<file path="src/rtl/wb_timer_pkg.sv">
// wb_timer_pkg: shared register map, CTRL bit positions and register
// layouts for the Wishbone timer peripheral.
package wb_timer_pkg;

    // Word offsets, indexed by adr[4:2]
    localparam logic [2:0] REG_CTRL    = 3'd0;
    localparam logic [2:0] REG_STATUS  = 3'd1;
    localparam logic [2:0] REG_COUNT   = 3'd2;
    localparam logic [2:0] REG_COMPARE = 3'd3;
    localparam logic [2:0] REG_CAPTURE = 3'd4;

    // CTRL bit positions
    localparam int CTRL_EN         = 0;
    localparam int CTRL_IRQ_EN     = 1;
    localparam int CTRL_AUTORELOAD = 2;

    typedef struct packed {
        logic autoreload;
        logic irq_en;
        logic en;
    } ctrl_t;

    typedef struct packed {
        logic cap;
        logic match;
    } status_t;

    // Expand byte-lane selects into a 32-bit bit mask
    function automatic logic [31:0] sel_mask(input logic [3:0] sel);
        return {{8{sel[3]}}, {8{sel[2]}}, {8{sel[1]}}, {8{sel[0]}}};
    endfunction

endpackage

</file>
<file path="src/rtl/if_wb.sv">
// if_wb: 32-bit pipelined Wishbone bundle.
//   master drives adr, cyc, stb, we, sel, dat_m
//   slave  drives dat_s, ack, stall
interface if_wb;
    logic [31:0] adr;
    logic        cyc;
    logic        stb;
    logic        we;
    logic [3:0]  sel;
    logic [31:0] dat_m;
    logic [31:0] dat_s;
    logic        ack;
    logic        stall;

    modport slave  (input  adr, cyc, stb, we, sel, dat_m,
                    output dat_s, ack, stall);
    modport master (output adr, cyc, stb, we, sel, dat_m,
                    input  dat_s, ack, stall);
endinterface

</file>
<file path="src/rtl/wb_timer_prescaler.sv">
// wb_timer_prescaler: divides the clock by PRESCALE while enabled.
//   clk_i  - clock
//   rst_i  - synchronous active-high reset
//   en     - count enable (counter holds when low)
//   clear  - restart the divider at 0 (takes priority over counting)
//   tick   - one-cycle pulse on the cycle the divider wraps
module wb_timer_prescaler #(
    parameter int PRESCALE = 1
) (
    input  logic clk_i,
    input  logic rst_i,
    input  logic en,
    input  logic clear,
    output logic tick
);
    localparam int W = $clog2(PRESCALE) + 1;
    localparam logic [W-1:0] LAST = W'(PRESCALE - 1);

    logic [W-1:0] r_cnt;

    assign tick = en && (r_cnt == LAST);

    always_ff @(posedge clk_i) begin
        if (rst_i || clear) begin
            r_cnt <= '0;
        end else if (en) begin
            r_cnt <= tick ? '0 : r_cnt + 1'b1;
        end
    end
endmodule

</file>
<file path="src/rtl/wb_timer.sv">
// wb_timer: pipelined Wishbone slave with a prescaled free-running 32-bit
// timer, compare match and level interrupt.
//   clk_i     - clock
//   rst_i     - synchronous active-high reset
//   bus       - if_wb slave (adr[4:2] decoded, stall tied low)
//   irq       - STATUS.match && CTRL.irq_en
//   capture_i - capture strobe, used only with WB_TIMER_CAPTURE_EN
// Optional macro WB_TIMER_CAPTURE_EN builds the capture register and
// STATUS.cap; without it CAPTURE and STATUS.cap read 0.
module wb_timer
    import wb_timer_pkg::*;
#(
    parameter int          PRESCALE      = 1,
    parameter logic [31:0] RESET_COMPARE = 32'hffffffff
) (
    input  logic clk_i,
    input  logic rst_i,
    if_wb.slave  bus,
    output logic irq,
    input  logic capture_i
);
    ctrl_t       r_ctrl;
    logic        r_match;
    logic [31:0] r_count;
    logic [31:0] r_compare;
    logic        r_ack_q;
    logic [31:0] r_rdata;

    logic        w_acc, w_wr, w_tick, w_hit, w_ack, w_cap_flag;
    logic        w_wr_ctrl, w_wr_status, w_wr_count, w_wr_compare;
    logic [2:0]  w_off;
    logic [31:0] w_mask, w_rdata, w_count_inc, w_capture;
    logic [2:0]  w_ctrl_new;
    logic [1:0]  w_clr;

    // Only adr[4:2] is decoded
    logic w_unused_adr;
    assign w_unused_adr = ^{bus.adr[31:5], bus.adr[1:0]};

    assign w_acc        = bus.cyc && bus.stb;
    assign w_wr         = w_acc && bus.we;
    assign w_off        = bus.adr[4:2];
    assign w_mask       = sel_mask(bus.sel);
    assign w_wr_ctrl    = w_wr && (w_off == REG_CTRL);
    assign w_wr_status  = w_wr && (w_off == REG_STATUS);
    assign w_wr_count   = w_wr && (w_off == REG_COUNT);
    assign w_wr_compare = w_wr && (w_off == REG_COMPARE);

    assign w_ctrl_new = (r_ctrl & ~w_mask[2:0]) | (bus.dat_m[2:0] & w_mask[2:0]);
    assign w_clr      = w_wr_status ? (bus.dat_m[1:0] & w_mask[1:0]) : 2'b00;

    wb_timer_prescaler #(.PRESCALE(PRESCALE)) u_pre (
        .clk_i (clk_i),
        .rst_i (rst_i),
        .en    (r_ctrl.en),
        .clear (w_wr_count),
        .tick  (w_tick)
    );

    // Match only on a real increment; a COUNT write suppresses the increment
    assign w_count_inc = r_count + 32'd1;
    assign w_hit       = w_tick && !w_wr_count && (w_count_inc == r_compare);

    always_comb begin
        w_rdata = '0;
        case (w_off)
            REG_CTRL:    w_rdata = {29'd0, r_ctrl};
            REG_STATUS:  w_rdata = {30'd0, w_cap_flag, r_match};
            REG_COUNT:   w_rdata = r_count;
            REG_COMPARE: w_rdata = r_compare;
            REG_CAPTURE: w_rdata = w_capture;
            default:     w_rdata = '0;
        endcase
    end

    always_ff @(posedge clk_i) begin
        if (rst_i) begin
            r_ctrl    <= '0;
            r_match   <= 1'b0;
            r_count   <= '0;
            r_compare <= RESET_COMPARE;
            r_ack_q   <= 1'b0;
            r_rdata   <= '0;
        end else begin
            r_ack_q <= w_acc;
            r_rdata <= w_acc ? w_rdata : '0;
            if (w_wr_ctrl) begin
                r_ctrl.en         <= w_ctrl_new[CTRL_EN];
                r_ctrl.irq_en     <= w_ctrl_new[CTRL_IRQ_EN];
                r_ctrl.autoreload <= w_ctrl_new[CTRL_AUTORELOAD];
            end
            if (w_wr_compare)
                r_compare <= (r_compare & ~w_mask) | (bus.dat_m & w_mask);
            if (w_wr_count)
                r_count <= (r_count & ~w_mask) | (bus.dat_m & w_mask);
            else if (w_tick)
                r_count <= (w_hit && r_ctrl.autoreload) ? '0 : w_count_inc;
            // set beats W1C
            r_match <= w_hit | (r_match & ~w_clr[0]);
        end
    end

`ifdef WB_TIMER_CAPTURE_EN
    logic        r_cap_prev, r_cap;
    logic [31:0] r_capture;
    logic        w_cap_edge;

    assign w_cap_edge = capture_i && !r_cap_prev;

    always_ff @(posedge clk_i) begin
        if (rst_i) begin
            r_cap_prev <= 1'b0;
            r_cap      <= 1'b0;
            r_capture  <= '0;
        end else begin
            r_cap_prev <= capture_i;
            // r_count here is the pre-write value of this cycle
            if (w_cap_edge)
                r_capture <= r_count;
            r_cap <= w_cap_edge | (r_cap & ~w_clr[1]);
        end
    end

    assign w_cap_flag = r_cap;
    assign w_capture  = r_capture;
`else
    logic w_unused_cap;
    assign w_unused_cap = capture_i ^ w_clr[1];
    assign w_cap_flag   = 1'b0;
    assign w_capture    = '0;
`endif

    // Abort drops a pending response: ack qualified by the live cyc
    assign w_ack     = r_ack_q && bus.cyc;
    assign bus.ack   = w_ack;
    assign bus.dat_s = w_ack ? r_rdata : '0;
    assign bus.stall = 1'b0;
    assign irq       = r_match && r_ctrl.irq_en;

endmodule

</file>
<file path="src/flat_wrapper.sv">
// flat-port wrapper written by rule: the top's interface ports become plain ports
module wb_timer_flat import wb_timer_pkg::*;
#(
    parameter int          PRESCALE      = 1,
    parameter logic [31:0] RESET_COMPARE = 32'hffffffff
)
  (clk_i, rst_i, irq, capture_i, bus_adr, bus_cyc, bus_stb, bus_we, bus_sel, bus_dat_m, bus_dat_s, bus_ack, bus_stall);
  if_wb bus_i ();
  input  logic clk_i;
  input  logic rst_i;
  output logic irq;
  input  logic capture_i;
  input wire logic [$bits(bus_i.adr)-1:0] bus_adr;
  input wire logic [$bits(bus_i.cyc)-1:0] bus_cyc;
  input wire logic [$bits(bus_i.stb)-1:0] bus_stb;
  input wire logic [$bits(bus_i.we)-1:0] bus_we;
  input wire logic [$bits(bus_i.sel)-1:0] bus_sel;
  input wire logic [$bits(bus_i.dat_m)-1:0] bus_dat_m;
  output wire logic [$bits(bus_i.dat_s)-1:0] bus_dat_s;
  output wire logic [$bits(bus_i.ack)-1:0] bus_ack;
  output wire logic [$bits(bus_i.stall)-1:0] bus_stall;
  assign bus_i.adr = bus_adr;
  assign bus_i.cyc = bus_cyc;
  assign bus_i.stb = bus_stb;
  assign bus_i.we = bus_we;
  assign bus_i.sel = bus_sel;
  assign bus_i.dat_m = bus_dat_m;
  assign bus_dat_s = bus_i.dat_s;
  assign bus_ack = bus_i.ack;
  assign bus_stall = bus_i.stall;
  wb_timer #(.PRESCALE(PRESCALE), .RESET_COMPARE(RESET_COMPARE)) u_core (.clk_i(clk_i), .rst_i(rst_i), .bus(bus_i), .irq(irq), .capture_i(capture_i));
endmodule
</file>
<file path="config.mk">
export PLATFORM = sky130hd
export DESIGN_NAME = wb_timer_flat
export DESIGN_NICKNAME = d
export VERILOG_FILES = /design/src/rtl/wb_timer_pkg.sv /design/src/rtl/if_wb.sv /design/src/rtl/wb_timer_prescaler.sv /design/src/rtl/wb_timer.sv /design/src/flat_wrapper.sv
export SDC_FILE = /design/constraint.sdc
export NUM_CORES = 1
export LEC_CHECK = 0
export ABC_CLOCK_PERIOD_IN_PS = 7300
export CAP_MARGIN = 20
export CORE_ASPECT_RATIO = 1.75
export CORE_MARGIN = 2
export CORE_UTILIZATION = 58
export DETAILED_ROUTE_END_ITERATION = 10
export PLACE_DENSITY_LB_ADDON = 0.2
export SYNTH_ARGS = -nofsm -noshare
export SYNTH_HDL_FRONTEND = slang
export SYNTH_HIERARCHICAL = 1
export SYNTH_SLANG_ARGS = --single-unit
</file>
<file path="constraint.sdc">
create_clock -name clk_i -period 7.3 [get_ports clk_i]
set_input_delay 1.46 -clock clk_i [delete_from_list [all_inputs] [get_ports clk_i]]
set_output_delay 1.46 -clock clk_i [all_outputs]
set_load 0.01 [all_outputs]
</file>
Yosys cells after proc, flatten, opt, wreduce, memory -nomap -nowiden. Index checks and enable logic that the tools add are counted.

Register bits after elaboration: 102. Input port bits: 74. Word-level logic and storage cells: 55.

Add/sub/neg operators: 2. Eq/ne operators: 4. Muxes and demuxes: 7. Bitwise logic cells: 16. Reduce and logical (&&, ||, !) cells: 17.

Operators with widths (number): 32-bit 2-to-1 mux (4); 32-bit case mux with 4 select lines (1); 32-bit AND (3); 32-bit OR (2); 32-bit by 1-bit adder with 32-bit output (second input constant) (1); 32-bit == test (1); 32-bit NOT (1); 1-bit logical AND (12); 3-bit AND (2); 3-bit by 2-bit == test with 1-bit output (second input constant) (2); 3-bit by 1-bit == test with 1-bit output (second input constant) (1); 3-bit zero test (1); 1-bit NOT (3); 3-bit NOT (1); 3-bit OR (1); 1-bit AND (2); 1-bit 2-to-1 mux (2); 2-bit nonzero test (1); 2-bit OR reduction (1); 1-bit adder (second input constant) (1); 1-bit zero test (1); 1-bit logical OR (1); 1-bit OR (1).

Logic depth before layout (Yosys ltp). Gate-level depths: netlist (run 1).

Depth in word-level cells: 10. Mapped depth: 11. Gate-level depth less buffers: 9.

Hierarchy. Netlist (run 1), hierarchy kept.

Modules (own cells, without submodules): wb_timer (instances 1, cells an instance 807, area an instance 6118.4 um^2, sequential area each 2021.9 um^2); wb_timer_prescaler (instances 1, cells an instance 3, area an instance 41.3 um^2, sequential area each 20.0 um^2).

Worst setup path before layout (run 1). Ideal clock, no wire load.

Path kind: input-to-reg. Start: in bus_adr[2]. End: reg (tool-made name). Library setup time: 0.076 ns. Arrival time: 3.402 ns. Data required time: 7.224 ns. Slack: 3.822 ns. Stages on the path: 9. Path through: clkbuf_1 > o41ai_1 > nor4_1 > nand4_1 > nor4_1 > nand4_2 > nand3_2 > buf_6 > o22ai_1.

RTL lines: from (decl) (line flat_wrapper.sv:13) `input wire logic [$bits(bus_i.adr)-1:0] bus_adr;`.

==> out/results.ini, run 1 <==
[outcome]
outcome = finished, final reports clean

[detailed_routing]
drt-wirelength-per-cell_um = 20.9
drcViolationCount = 0
drt_pass1_iterations = 5
via_count = 6507
drt-initial-drc-count = 671
finalWirelength_mm = 20.2
routed_via_density = 6.72
antenna_left = 0

[die]
rows = 49
io_pins = 109
fp.dieArea_um2 = 11500
fp.dieH_um = 140
initial_core_util = 0.598
coreArea_um2 = 10300
die_w_um = 81.9

[job]
drv_cap = 0

[power_and_ir_drop]
peakVddDrop_mv = 0.125
p_leak_nw = 2.75
power_density_nw_per_um2 = 179
p_total_mw = 1.28

[synthesis]
syn-num-nets = 885
syn_avg_cell_area_um2 = 7.60
yosysWarnings = 6
synth_cell_types = 69
synth_edf_count = 0
yosysSeqAreaShare = 0.332
ys_ff_latch = 102
postSynthCellCount = 810
async_flop_share = 0
synth_top_flop_cell = dfxtp_1
synth_area_um2 = 6160

[place]
io_buffers = 77
gp_congestion = 0.946
post-dp-hpwl_mm = 14.3
dp_slack_ns = 1.70

[timing]
tightest_slew_ns = 1.13
clock_skew_ns = 0.00794
hold_viol = 0
grt_setup_unrepaired = no
slew_headroom = 0.247
fmax_ghz = 0.189
final_max_slew_viol_count = 0
layout_setup_ws_ns = 2.02
finalSetupViolCount = 0
tns_ns = 0
min_period_ns = 5.28
finalCritPeriodShare = 0.723

[setup_path]
crit_path_end_kind = flop
cpMaxStageDelayCell = clkdlybuf4s50_1
start_kind = input port
path_class = in -> reg
cp.required_ns = 7.49
r2r_cells = 8
path_cells = clkdlybuf4s50_1 > nand3_1 > o41ai_2 > buf_4 > nor4_1 > nand4_1 > nor4_1 > nand4_2 > nand3_2 > o22ai_1
crit_top_cell = nor4_1
cp.arrival_ns = 5.47
path_max_fanout = 36
slowest_delay_ns = 0.97

[hold_path]
min_path_cells = 1
hold_class = reg -> reg

[grt]
overflow = 0
antenna_found_initial = 0
grt_first_pass_wirelength_mm = 32.3
grt_pass1_vias = 6460
grt_max_degree = 37
grtUsageTotal = 0.362

[clock_tree]
cts.root.buffer_cell = clkbuf_16
cts_buffers = 9
clock-sinks = 102
clk_latency_ns = 0.35
holdBufCountCts = 0
cts_resized = 0
post_cts.repair.setup_buffers = 0
path_clk_slew_ns = 0.07
cts.path.max_buffers = 2
cts_tree = yes
htree_levels = 3

[cells_and_area]
layout.nets = 913
drive_gt1_frac = 0.0475
final_common_cell = nand2_1
insertedDiodeCount = 0
syn_to_final_growth_pct = 15.8
final_cell_mix = 112 x nand2_1, 102 x dfxtp_1, 77 x clkdlybuf4s50_1

cell type report:
class,count,area [um2]
well taps,127,159
inverters,14,52.6
multi-input cells,628,3790
clock inverters,6,53.8
clock buffers,9,225
fillers,898,3160
repair buffers,83,816
flip-flops and latches,102,2040
critical path, delay by kind of cell:
kind	cells	cell delay, ns
simple gates	6	2.50
buf+inv	2	1.24
compound gates	2	0.26
final timing paths:
check	end	slack [ns]	startpoint
setup / recovery	flop	2.02	bus_cyc
hold / removal	u_core/u_pre/r_cnt	0.50	u_core/u_pre/r_cnt
setup reg to reg	flop	2.97	flop
hold reg to reg	u_core/u_pre/r_cnt	0.50	u_core/u_pre/r_cnt
report_power, final:
group / internal (mW) / switching [mW]
Sequential: 0.579 / 0.0583
Combinational: 0.0828 / 0.0932
Clock: 0.236 / 0.226
per-layer routing:
layer,global-route usage,routed length [um],vias to the layer above,share of wire
li1,-,-,3001,-
met1,0.414,7270,2999,0.36
met2,0.602,10000,396,0.50
met3,0.0644,1610,111,0.079
met4,0.231,1300,0,0.064
met5,0,0,-,0
per-stage QoR:
| stage | hold slack [ns] | util | area, um2 | cells |
|---|---|---|---|---|
| final | 0.498 | 0.693 | 7140 | 969 |
| after global placement | 0.457 | 0.666 | 6860 | 954 |
| after floorplan | 0.436 | - | 6160 | 810 |
| after global routing | 0.506 | 0.693 | 7140 | 969 |
| after CTS | 0.497 | 0.693 | 7140 | 969 |
| after detailed placement | 0.486 | 0.666 | 6860 | 954 |
cell usage after synthesis, drive strengths merged (3+ instances only):
cell,instances,area [um2]
nand2,112,420
dfxtp,102,2040
nor2,70,270
nand3,64,330
clkbuf,48,180
and3,44,280
a21oi,39,195
a22oi,32,240
xnor2,26,228
mux2i,24,240
nor3,24,125
o22ai,23,144
o21ai,19,95.1
buf,18,115
nand4,17,134
inv,13,48.8
nor4,13,81.3
xor2,13,114
a211oi,10,80.1
and2,8,50.1
nor2b,8,50.1
o31ai,8,60.1
or3,8,50.1
o211ai,7,52.6
or4,7,56.3
a31oi,6,37.5
a32oi,5,43.8
a21boi,4,30.0
nor4b,4,41.3
and4,3,26.3
nor3b,3,22.5
o31a,3,26.3
logic make-up after synthesis:
family / count (synthesis) / share of synthesized area
and+or+nand+nor: 391 / 0.323
xor gates and xnor gates: 40 / 0.0591
DFF: 102 / 0.332
AOI/OAI and AO/OA: 170 / 0.184
other: 1 / 0.000609
adders and majority gates: 1 / 0.00203
buffers and inverters: 80 / 0.0565
muxes: 25 / 0.0433
(Power assumes the default switching activity.)
==> run 2: changes to the inputs <==
--- a/config.mk
+++ b/config.mk
@@ -5,11 +5,11 @@
 export SDC_FILE = /design/constraint.sdc
 export NUM_CORES = 1
 export LEC_CHECK = 0
-export ABC_CLOCK_PERIOD_IN_PS = 7300
+export ABC_CLOCK_PERIOD_IN_PS = 4600
 export CAP_MARGIN = 20
 export CORE_ASPECT_RATIO = 1.75
 export CORE_MARGIN = 2
-export CORE_UTILIZATION = 58
+export CORE_UTILIZATION = 48
 export DETAILED_ROUTE_END_ITERATION = 10
 export PLACE_DENSITY_LB_ADDON = 0.2
 export SYNTH_ARGS = -nofsm -noshare
==> constraint.sdc (replaced) <==
create_clock -name clk_i -period 4.6 [get_ports clk_i]
set_input_delay 0.92 -clock clk_i [delete_from_list [all_inputs] [get_ports clk_i]]
set_output_delay 0.92 -clock clk_i [all_outputs]
set_load 0.01 [all_outputs]
==> run 2 against run 1 <==
Compared with the run above:
- count of clock-buffer cells in the layout increased by 1
- flip-flop and latch count unchanged
- critical path depth is 2 lower
- non-clock buffer count rose by 11
- register-to-register slack worse by 2.2 ns
- cell count is 5.5% higher
- hold slack worse by 0.013 ns
- utilization shrank 11 points
- setup slack got worse by 1.3 ns
- sequential power rose by 57%
- sequential share of layout area down 0.67 points
- clock power is 77% higher
- largest cell class unchanged
- largest power group unchanged
==> out/results.ini, run 2 (same netlist as run 1, synthesis figures left out) <==
[outcome]
outcome = finished, final reports clean

[setup_path]
slowest_delay_ns = 0.69  ; -0.28 ns
path_class = reg -> reg
crit_path_end_kind = flop
start_kind = flop
cpMaxStageDelayCell = or4_1
critical_path_buf_inv_count = 0  ; -2
cp.required_ns = 4.79  ; -2.70 ns
path_cells = ha_1 > nand3_2 > or4_1 > nor4_1 > o221ai_2 > or3_1 > nor3_2 > o22ai_1
path_max_fanout = 10  ; -72%
cp.arrival_ns = 4.04  ; -1.43 ns
critical_path.top_delay_family = simple AND/OR/NAND/NOR gates

[timing]
fmax_ghz = 0.260
grt_setup_unrepaired = no
tightest_slew_ns = 1.00  ; -0.126 ns
finalSetupViolCount = 0  ; unchanged
final_max_slew_viol_count = 0  ; unchanged
finalCritPeriodShare = 0.837
min_period_ns = 3.85
slew_headroom = 0.332  ; +0.0857
hold_viol = 0  ; unchanged
tns_ns = 0  ; unchanged
clock_skew_ns = 0.0103  ; +0.00237 ns

[clock_tree]
htree_levels = 3  ; unchanged
cts_resized = 0  ; unchanged
holdBufCountCts = 0  ; unchanged
cts_tree = yes
clock-sinks = 102  ; unchanged
path_clk_slew_ns = 0.07  ; about the same
cts.root.buffer_cell = clkbuf_16
clk_latency_ns = 0.36  ; about the same
cts_buffers = 9  ; unchanged
post_cts.repair.setup_buffers = 0  ; unchanged
cts.path.max_buffers = 2  ; unchanged

[grt]
grtUsageTotal = 0.303  ; -0.0594
antenna_found_initial = 0  ; unchanged
grt_first_pass_wirelength_mm = 32.1  ; -0.47%
grt_pass1_vias = 5993  ; -7.2%
grt_max_degree = 36  ; -2.7%
overflow = 0  ; unchanged

[cells_and_area]
syn_to_final_growth_pct = 18.6
design_area_um2 = 7310  ; +2.4%
final_cell_mix = 112 x nand2_1, 102 x dfxtp_1, 77 x clkdlybuf4s50_1
postLayoutCoreUtil = 0.584  ; -0.108
final_common_cell = nand2_1
layout.cells.non_filler = 1022  ; +5.5%
insertedDiodeCount = 0  ; unchanged
drive_gt1_frac = 0.0609  ; +0.0134
layout.nets = 924  ; +1.2%

[place]
dpl.cell_count = 1006  ; +5.5%
gp_congestion = 0.929  ; -1.8%
place_area_um2 = 6990  ; +2.0%
io_buffers = 77  ; unchanged
post-dp-hpwl_mm = 14.7  ; +2.6%

[die]
rows = 54  ; +10%
initial_core_util = 0.493  ; -0.105
die_w_um = 89.6  ; +9.4%
coreArea_um2 = 12500  ; +21%
fp.dieArea_um2 = 13800  ; +20%
io_pins = 109  ; unchanged
fp.dieH_um = 154  ; +9.6%

[power_and_ir_drop]
power_density_nw_per_um2 = 289  ; +62%
p_total_mw = 2.11  ; +65%
p_leak_nw = 2.82  ; +2.7%
peakVddDrop_mv = 0.165  ; +32%

[detailed_routing]
routed_via_density = 6.22  ; -7.4%
drt-wirelength-per-cell_um = 20.0  ; -4.0%
drt-initial-drc-count = 490  ; -27%
finalWirelength_mm = 20.5  ; +1.3%
antenna_left = 0  ; unchanged
drt_pass1_iterations = 6  ; +1
drcViolationCount = 0  ; unchanged
via_count = 6356  ; -2.3%

[job]
drv_cap = 0  ; unchanged

[hold_path]
hold_class = reg -> reg

-- run 2: per-stage QoR --
stage               hold slack (ns)  worst slack, ns
CTS                           0.480            0.825
floorplan                     0.436             1.59
global placement              0.455            0.840
detailed placement            0.471            0.826
global route                  0.509            0.539
finish                        0.485            0.749
-- run 2: cell type report --
cell class	count	area (um2)
clock buffers	10	239
clock inverters	6	76.3
fillers	1170	5190
inverters	14	52.6
multi-input cells	628	3790
flip-flops and latches	102	2040
well taps	168	210
repair buffers	94	898
-- run 2: final timing paths --
check / start / end / slack [ns] / cells after the start
max reg2reg: flop / flop / 0.75 / 8
min: u_core/r_match / u_core/r_match / 0.48 / 2
max: flop / flop / 0.75 / 8
min reg2reg: u_core/r_match / u_core/r_match / 0.48 / 2
-- run 2: report_power, final --
group	internal, mW	total [mW]	leakage [nW]	switching, mW
clock network	0.446	0.816	0.155	0.370
logic	0.135	0.290	1.84	0.155
registers	0.919	1.00	0.826	0.0853
total	1.50	2.11	2.82	0.610
-- run 2: per-layer routing --
| metal | wire [um] | track usage |
|---|---|---|
| met5 | 0 | 0 |
| met1 | 7810 | 0.355 |
| met2 | 10600 | 0.524 |
| met4 | 806 | 0.129 |
| met3 | 1280 | 0.0526 |
-- run 2: worst min-delay path: stages (launching register included) --
cell	delay (ns)
dfxtp_1	0.33
nand2_1	0.06
a21oi_1	0.05
